[src/rtl/pipe_ctrl_pkg.sv]
// Shared stage indices, tracking-entry layout and parameter checks for pipe_ctrl.
package pipe_ctrl_pkg;

   localparam int unsigned STG_F     = 0;
   localparam int unsigned STG_D     = 1;
   localparam int unsigned STG_E     = 2;
   localparam int unsigned TAG_MAX_W = 8;

   typedef logic [TAG_MAX_W-1:0] tag_t;

   // Tags are zero-extended to TAG_MAX_W so one layout serves every REG_AW.
   typedef struct packed {
      logic valid;
      logic regwrite;
      logic memtoreg;
      tag_t writereg;
      tag_t rs;
      tag_t rt;
   } entry_t;

   function automatic logic params_legal(input int unsigned num_stages,
                                         input int unsigned reg_aw,
                                         input int unsigned load_stage);
      return (num_stages >= 4) && (num_stages <= 8) &&
             (reg_aw >= 1) && (reg_aw <= TAG_MAX_W) &&
             (load_stage >= STG_E) && (load_stage <= num_stages - 2);
   endfunction

   function automatic logic tag_match(input entry_t e, input tag_t tag);
      return e.valid & e.regwrite & (tag != '0) & (e.writereg == tag);
   endfunction

endpackage

[src/rtl/pipe_ctrl_entry.sv]
// One in-flight instruction tracking register: sync reset, clear beats hold.
module pipe_ctrl_entry
   import pipe_ctrl_pkg::*;
(
   input  logic   clk,
   input  logic   rst,
   input  logic   i_en,
   input  logic   i_clr,
   input  entry_t i_d,
   output entry_t o_q
);

   entry_t r_q;

   always_ff @(posedge clk) begin
      if (rst || i_clr) begin
         r_q <= '0;
      end else if (i_en) begin
         r_q <= i_d;
      end
   end

   assign o_q = r_q;

endmodule

[src/rtl/pipe_ctrl.sv]
// Pipeline hazard/forwarding control: per-stage stall/flush and forwarding selects.
// Define PIPE_CTRL_DELAY_SLOT_EN to keep the branch delay slot (redirect never flushes D).
module pipe_ctrl
   import pipe_ctrl_pkg::*;
#(
   parameter int unsigned NUM_STAGES = 5,
   parameter int unsigned REG_AW     = 5,
   parameter int unsigned LOAD_STAGE = 3,
   parameter int unsigned FW         = $clog2(NUM_STAGES - 2)
) (
   input  logic                  clk,
   input  logic                  rst,
   input  logic [REG_AW-1:0]     id_rs,
   input  logic [REG_AW-1:0]     id_rt,
   input  logic                  id_rs_used,
   input  logic                  id_rt_used,
   input  logic                  id_regwrite,
   input  logic [REG_AW-1:0]     id_writereg,
   input  logic                  id_memtoreg,
   input  logic                  id_branch,
   input  logic                  redirect,
   input  logic                  ex_busy,
   output logic [NUM_STAGES-1:0] stall,
   output logic [NUM_STAGES-1:0] flush,
   output logic                  fwd_a_d,
   output logic                  fwd_b_d,
   output logic [FW-1:0]         fwd_a_e,
   output logic [FW-1:0]         fwd_b_e
);

   if (!params_legal(NUM_STAGES, REG_AW, LOAD_STAGE)) begin : g_bad_params
      $error("pipe_ctrl: illegal NUM_STAGES/REG_AW/LOAD_STAGE combination");
   end

   entry_t                w_ent [NUM_STAGES-1:STG_E];
   entry_t                w_dec;
   logic [NUM_STAGES-1:0] w_stall;
   logic [NUM_STAGES-1:0] w_flush;
   logic                  w_lwstall;
   logic                  w_brstall;
   logic                  w_src_hit;
   logic                  w_fwd_ok;
   logic [FW-1:0]         w_fwd_a_e;
   logic [FW-1:0]         w_fwd_b_e;
   logic                  w_fwd_a_d;
   logic                  w_fwd_b_d;
   logic                  w_unused_last;

   // Unused sources are recorded as tag 0 so they can never match a producer.
   assign w_dec = '{valid:    1'b1,
                    regwrite: id_regwrite,
                    memtoreg: id_memtoreg,
                    writereg: TAG_MAX_W'(id_writereg),
                    rs:       id_rs_used ? TAG_MAX_W'(id_rs) : '0,
                    rt:       id_rt_used ? TAG_MAX_W'(id_rt) : '0};

   for (genvar s = STG_E; s < NUM_STAGES; s++) begin : g_ent
      entry_t w_d;
      if (s == STG_E) begin : g_first
         assign w_d = w_dec;
      end else begin : g_rest
         assign w_d = w_ent[s-1];
      end
      pipe_ctrl_entry u_entry (
         .clk   (clk),
         .rst   (rst),
         .i_en  (~w_stall[s]),
         .i_clr (w_flush[s]),
         .i_d   (w_d),
         .o_q   (w_ent[s])
      );
   end

   assign w_unused_last = ^{w_ent[NUM_STAGES-1].rs, w_ent[NUM_STAGES-1].rt};

   // Load-use and branch-operand interlocks against every tracked producer.
   always_comb begin
      w_lwstall = 1'b0;
      w_brstall = 1'b0;
      w_src_hit = 1'b0;
      for (int unsigned s = STG_E; s < NUM_STAGES; s++) begin
         w_src_hit = tag_match(w_ent[s], w_dec.rs) | tag_match(w_ent[s], w_dec.rt);
         if (w_src_hit && w_ent[s].memtoreg && (s < LOAD_STAGE)) begin
            w_lwstall = 1'b1;
         end
         if (w_src_hit && id_branch &&
             ((s == STG_E) || (w_ent[s].memtoreg && (s <= LOAD_STAGE)))) begin
            w_brstall = 1'b1;
         end
      end
   end

   // Divider back-pressure outranks interlocks; redirect only acts on a moving D.
   always_comb begin
      w_stall = '0;
      w_flush = '0;
      if (ex_busy) begin
         w_stall[STG_E:STG_F]   = '1;
         w_flush[STG_E+1]       = 1'b1;
      end else if (w_lwstall || w_brstall) begin
         w_stall[STG_D:STG_F]   = '1;
         w_flush[STG_E]         = 1'b1;
      end
`ifndef PIPE_CTRL_DELAY_SLOT_EN
      if (redirect && !w_stall[STG_D]) begin
         w_flush[STG_D] = 1'b1;
      end
`endif
      if (rst) begin
         w_stall = '0;
         w_flush = '1;
      end
   end

   // Walk oldest to youngest so the nearest eligible producer wins.
   always_comb begin
      w_fwd_a_e = '0;
      w_fwd_b_e = '0;
      w_fwd_ok  = 1'b0;
      for (int unsigned s = NUM_STAGES - 1; s > STG_E; s--) begin
         w_fwd_ok = !(w_ent[s].memtoreg && (s <= LOAD_STAGE));
         if (w_fwd_ok && tag_match(w_ent[s], w_ent[STG_E].rs)) begin
            w_fwd_a_e = FW'(s - STG_E);
         end
         if (w_fwd_ok && tag_match(w_ent[s], w_ent[STG_E].rt)) begin
            w_fwd_b_e = FW'(s - STG_E);
         end
      end
   end

   assign w_fwd_a_d = tag_match(w_ent[STG_E+1], TAG_MAX_W'(id_rs)) & ~w_ent[STG_E+1].memtoreg;
   assign w_fwd_b_d = tag_match(w_ent[STG_E+1], TAG_MAX_W'(id_rt)) & ~w_ent[STG_E+1].memtoreg;

   assign stall   = w_stall;
   assign flush   = w_flush;
   assign fwd_a_e = rst ? '0 : w_fwd_a_e;
   assign fwd_b_e = rst ? '0 : w_fwd_b_e;
   assign fwd_a_d = ~rst & w_fwd_a_d;
   assign fwd_b_d = ~rst & w_fwd_b_d;

endmodule

[config.mk]
export PLATFORM = sky130hd
export DESIGN_NAME = pipe_ctrl
export DESIGN_NICKNAME = d
export VERILOG_FILES = /design/src/rtl/pipe_ctrl_pkg.sv /design/src/rtl/pipe_ctrl_entry.sv /design/src/rtl/pipe_ctrl.sv
export SDC_FILE = /design/constraint.sdc
export NUM_CORES = 1
export LEC_CHECK = 0
export ABC_AREA = 1
export CORE_MARGIN = 3
export CORE_UTILIZATION = 40
export DETAILED_ROUTE_END_ITERATION = 16
export PLACE_DENSITY = 0.64
export SKIP_LAST_GASP = 1
export SYNTH_ARGS = -nofsm -noshare
export SYNTH_HDL_FRONTEND = slang
export SYNTH_SLANG_ARGS = --single-unit
export TNS_END_PERCENT = 1
[constraint.sdc]
create_clock -name clk -period 1.74 [get_ports clk]
set_input_delay 0.174 -clock clk [delete_from_list [all_inputs] [get_ports clk]]
set_output_delay 0.174 -clock clk [all_outputs]
set_load 0.05 [all_outputs]
==> impl_metrics.py <==
metrics = {
    "power": {
        "p_per_area_mw_per_mm2": 694,
        "total_power_mw": 2.26,
        "p_comb_frac": 0.285,
        "p_sw_mw": 0.693,
        "swShare": 0.306,
        "pwr-share-clk": 0.339,
        "p_int_mw": 1.57,
        "ir_worst_vdd_uv": 420,
        "p_seq_frac": 0.376,
        "p_leak_nw": 1.53,
    },
    "clock_tree": {
        "ctsHtreeMaxLevel": 2,
        "clock_latency_ns": 0.30,
        "cts_tree": "done",
        "clk_pin_slew_ns": 0.07,
        "cts_root_buf": "clkbuf_8",
        "cts_buffers": 5,
        "clock_path_buffers": 2,
        "clock-sinks": 33,
    },
    "synth": {
        "synth_xor_area_frac": 0.0565,
        "yosys.area.top_type": "dfxtp_1",
        "synth_top_area_share": 0.304,
        "synthAdderAreaFrac": 0,
        "syn_inst": 309,
        "ys_seq_elements": 33,
        "synthSimpleGateAreaFrac": 0.365,
        "ys_seq_area_frac": 0.304,
        "syn-mean-instance-area_um2": 7.03,
        "synth.distinct_cells": 39,
        "muxShareOfSynthArea": 0,
        "syn-cell-area_mm2": 0.00217,
        "yosys_warnings": 0,
        "synth_top_family_by_area": "simple AND/OR/NAND/NOR gates",
        "synth_compound_area_frac": 0.169,
        "synthTopCellsByArea": "dfxtp_1 (30%), nand2_1 (11%), nor2_1 (5.9%)",
    },
    "final_layout": {
        "final_cells": 458,
        "antenna_cells": 0,
        "final_util": 0.631,
        "largest_register_ffs": 33,
        "syn_to_final_growth_pct": 50.3,
        "layout.nets": 411,
        "drive_gt1_frac": 0.314,
    },
    "critical_path": {
        "worstSetupPathType": "reg2out",
        "cp-endpoint": "stall[1]",
        "crit_family": "simple AND/OR/NAND/NOR gates",
        "cp_slowest_stage_delay_ns": 0.37,
        "setup.worst_path.start": "g_ent[3].u_entry.o_q[18]",
        "crit_fanout": 4,
        "cp_common_cell": "nand2_1",
        "worst-path-stages": 9,
        "cp_cell_sequence": "buf_6 > nand2_1 > nand4_1 > nor2_1 > nand2_1 > nand2_2 > nand2_4 > a31oi_4 > buf_12",
        "arrival_ns": 1.73,
        "path_buf_inv": 2,
        "rr_startpoint": "g_ent[3].u_entry.o_q[18]",
        "critical_path.endpoint_type": "primary output",
        "cp_slowest_cell": "dfxtp_4",
        "reg2reg_setup_slack_ns": 0.15,
        "worst-r2r-cell-count": 11,
        "r2r_end": "g_ent[2].u_entry.o_q[16]",
        "startpoint_type": "register",
        "required_ns": 1.57,
    },
    "die": {
        "die_w_um": 79.7,
        "dieArea_mm2": 0.00635,
        "die_y_um": 79.7,
        "design.core.area_mm2": 0.00517,
        "pin_count": 40,
        "start_util": 0.420,
        "num_rows": 26,
    },
    "min_path": {
        "min_path_type": "reg2reg",
    },
    "global_route": {
        "grtUsageTotal": 0.217,
        "overflow": 0,
        "grt_pass1_vias": 2202,
        "grt_pass1_wl_um": 10600,
        "grt_max_degree": 31,
        "antenna_found_initial": 0,
    },
    "route": {
        "route.antenna.remaining_nets": 0,
        "via_per_inst": 5.11,
        "drt_pass1_iterations": 4,
        "wl_um": 6610,
        "drc": 0,
        "wl_per_cell_um": 14.4,
        "vias": 2341,
        "drt_iter0_drc": 149,
    },
    "timing": {
        "skew_ns": 0.0107,
        "fin_tns_setup_ns": -1.07,
        "fmax_mhz": 526,
        "setup_violations": 10,
        "period_share": 1.09,
        "whs_ns": 0.453,
        "rsz0062_at_grt": "yes",
        "fin_crit_ns": 1.90,
        "hold_viol_final": 0,
        "fin_ws_ns": -0.159,
        "drv_slew": 0,
    },
    "flow_run": {
        "maxCapViolations": 0,
    },
    "place": {
        "gp_congestion": 0.956,
        "port_buffers": 37,
        "dp_hpwl_um": 4930,
        "placed_cells": 444,
    },
    "status": {
        "status": "finished with violations",
        "violations": "setup timing",
    },
}
## logic make-up after synthesis
family / Yosys count
AO/OA/AOI/OAI: 57
AND/OR/NAND/NOR: 159
XOR/XNOR: 14
buffers and inverters: 45
flip-flops: 33
other: 1
## layout by cell type, fill, tap and decap left out, types with 2 or more instances in the layout
cell | synthesis | routed
a211oi_1 | 2 | 2
a21oi_1 | 10 | 10
a21oi_2 | 9 | 9
a221oi_1 | 2 | 2
and2_1 | 2 | 2
and3_1 | 2 | 2
buf_12 | 0 | 17
buf_4 | 7 | 42
buf_6 | 2 | 3
clkbuf_8 | 0 | 6
clkdlybuf4s50_1 | 0 | 14
conb_1 | 1 | 2
dfxtp_1 | 33 | 29
dfxtp_2 | 0 | 3
dlygate4sd2_1 | 0 | 9
inv_1 | 21 | 20
inv_2 | 7 | 6
inv_4 | 0 | 2
nand2_1 | 64 | 63
nand2_2 | 3 | 4
nand2_4 | 11 | 11
nand3_1 | 20 | 19
nand3_2 | 1 | 2
nand4_1 | 5 | 5
nor2_1 | 34 | 33
nor2_2 | 2 | 3
nor3_1 | 6 | 6
nor4_1 | 4 | 2
nor4_2 | 0 | 2
o211ai_1 | 2 | 2
o21ai_0 | 20 | 20
o22ai_1 | 6 | 6
or2_2 | 3 | 3
xnor2_1 | 4 | 4
xor2_1 | 10 | 10
## worst reg2reg max path: cells and delay by family, from the launching register on
kind	cells	cell delay, ns
DFF	1	0.37
buffers and inverters	3	0.44
and+or+nand+nor	7	0.58
AOI/OAI and AO/OA	1	0.09
## power groups by stage
stage | Clock, mW | Sequential [mW] | Combinational (mW)
floorplan | 0 | 0.853 | 0.368
global placement | 0 | 0.864 | 0.616
detailed placement | 0 | 0.865 | 0.622
CTS | 0.770 | 0.850 | 0.643
global route | 0.806 | 0.857 | 0.697
finish | 0.767 | 0.851 | 0.645
## timing repair
item	in CTS	in global routing
setup buffers	5	0
gates cloned	1	0
hold buffers	0	0
resized for setup	24	1
endpoints found under the setup margin	10	10
pin swaps	7	0
## routing by layer
| metal | part of all wire | track usage | up-vias |
|---|---|---|---|
| met5 | 0 | 0 | - |
| met4 | 0.015 | 0.0790 | 0 |
| met3 | 0.044 | 0.0327 | 10 |
| met2 | 0.49 | 0.371 | 68 |
| met1 | 0.45 | 0.274 | 1094 |
| li1 | - | - | 1169 |
## cell usage after synthesis, drive strengths merged
cell type and count:
nand4 5, o21ai 20, xnor2 4, or2 3, and2 2, nor2 37
buf 11, clkbuf 5, clkinv 1, nand2 78, a221oi 2, inv 28
a211oi 2, and3 2, xor2 10, nand3 22, o22ai 6, nor3 6
o221ai 1, o211ai 2, dfxtp 33, conb 1, a22o 1, a31oi 2
nor4 4, a22oi 1, a21oi 20
## metrics by stage
step                      cell area, µm²  worst slack [ns]
after global placement              3020            -0.306
final                               3260            -0.159
after detailed placement            3020            -0.326
after global routing                3260            -0.291
after floorplan                     2190           -0.0369
after CTS                           3260            -0.167
## worst min path at each step
stage / from / cells past startpoint / to / slack [ns]
6_report: g_ent[2].u_entry.o_q[26] / 2 / g_ent[3].u_entry.o_q[26] / 0.45
5_1_grt: g_ent[2].u_entry.o_q[26] / 2 / g_ent[3].u_entry.o_q[26] / 0.48
4_1_cts: g_ent[2].u_entry.o_q[26] / 2 / g_ent[3].u_entry.o_q[26] / 0.45
3_5_place_dp: g_ent[2].u_entry.o_q[26] / 2 / g_ent[3].u_entry.o_q[26] / 0.44
3_3_place_gp: g_ent[2].u_entry.o_q[26] / 2 / g_ent[3].u_entry.o_q[26] / 0.44
2_1_floorplan: id_writereg[0] / 2 / g_ent[2].u_entry.o_q[16] / 0.37
## layout make-up
type	count	area (µm²)
Multi-Input combinational cell	232	1330
Clock inverter	1	30.0
Inverter	29	115
Sequential cell	33	668
Fill cell	467	1910
Tap cell	70	87.6
Timing Repair Buffer	86	941
Clock buffer	7	86.3
Power figures use the tool's default switching activity.
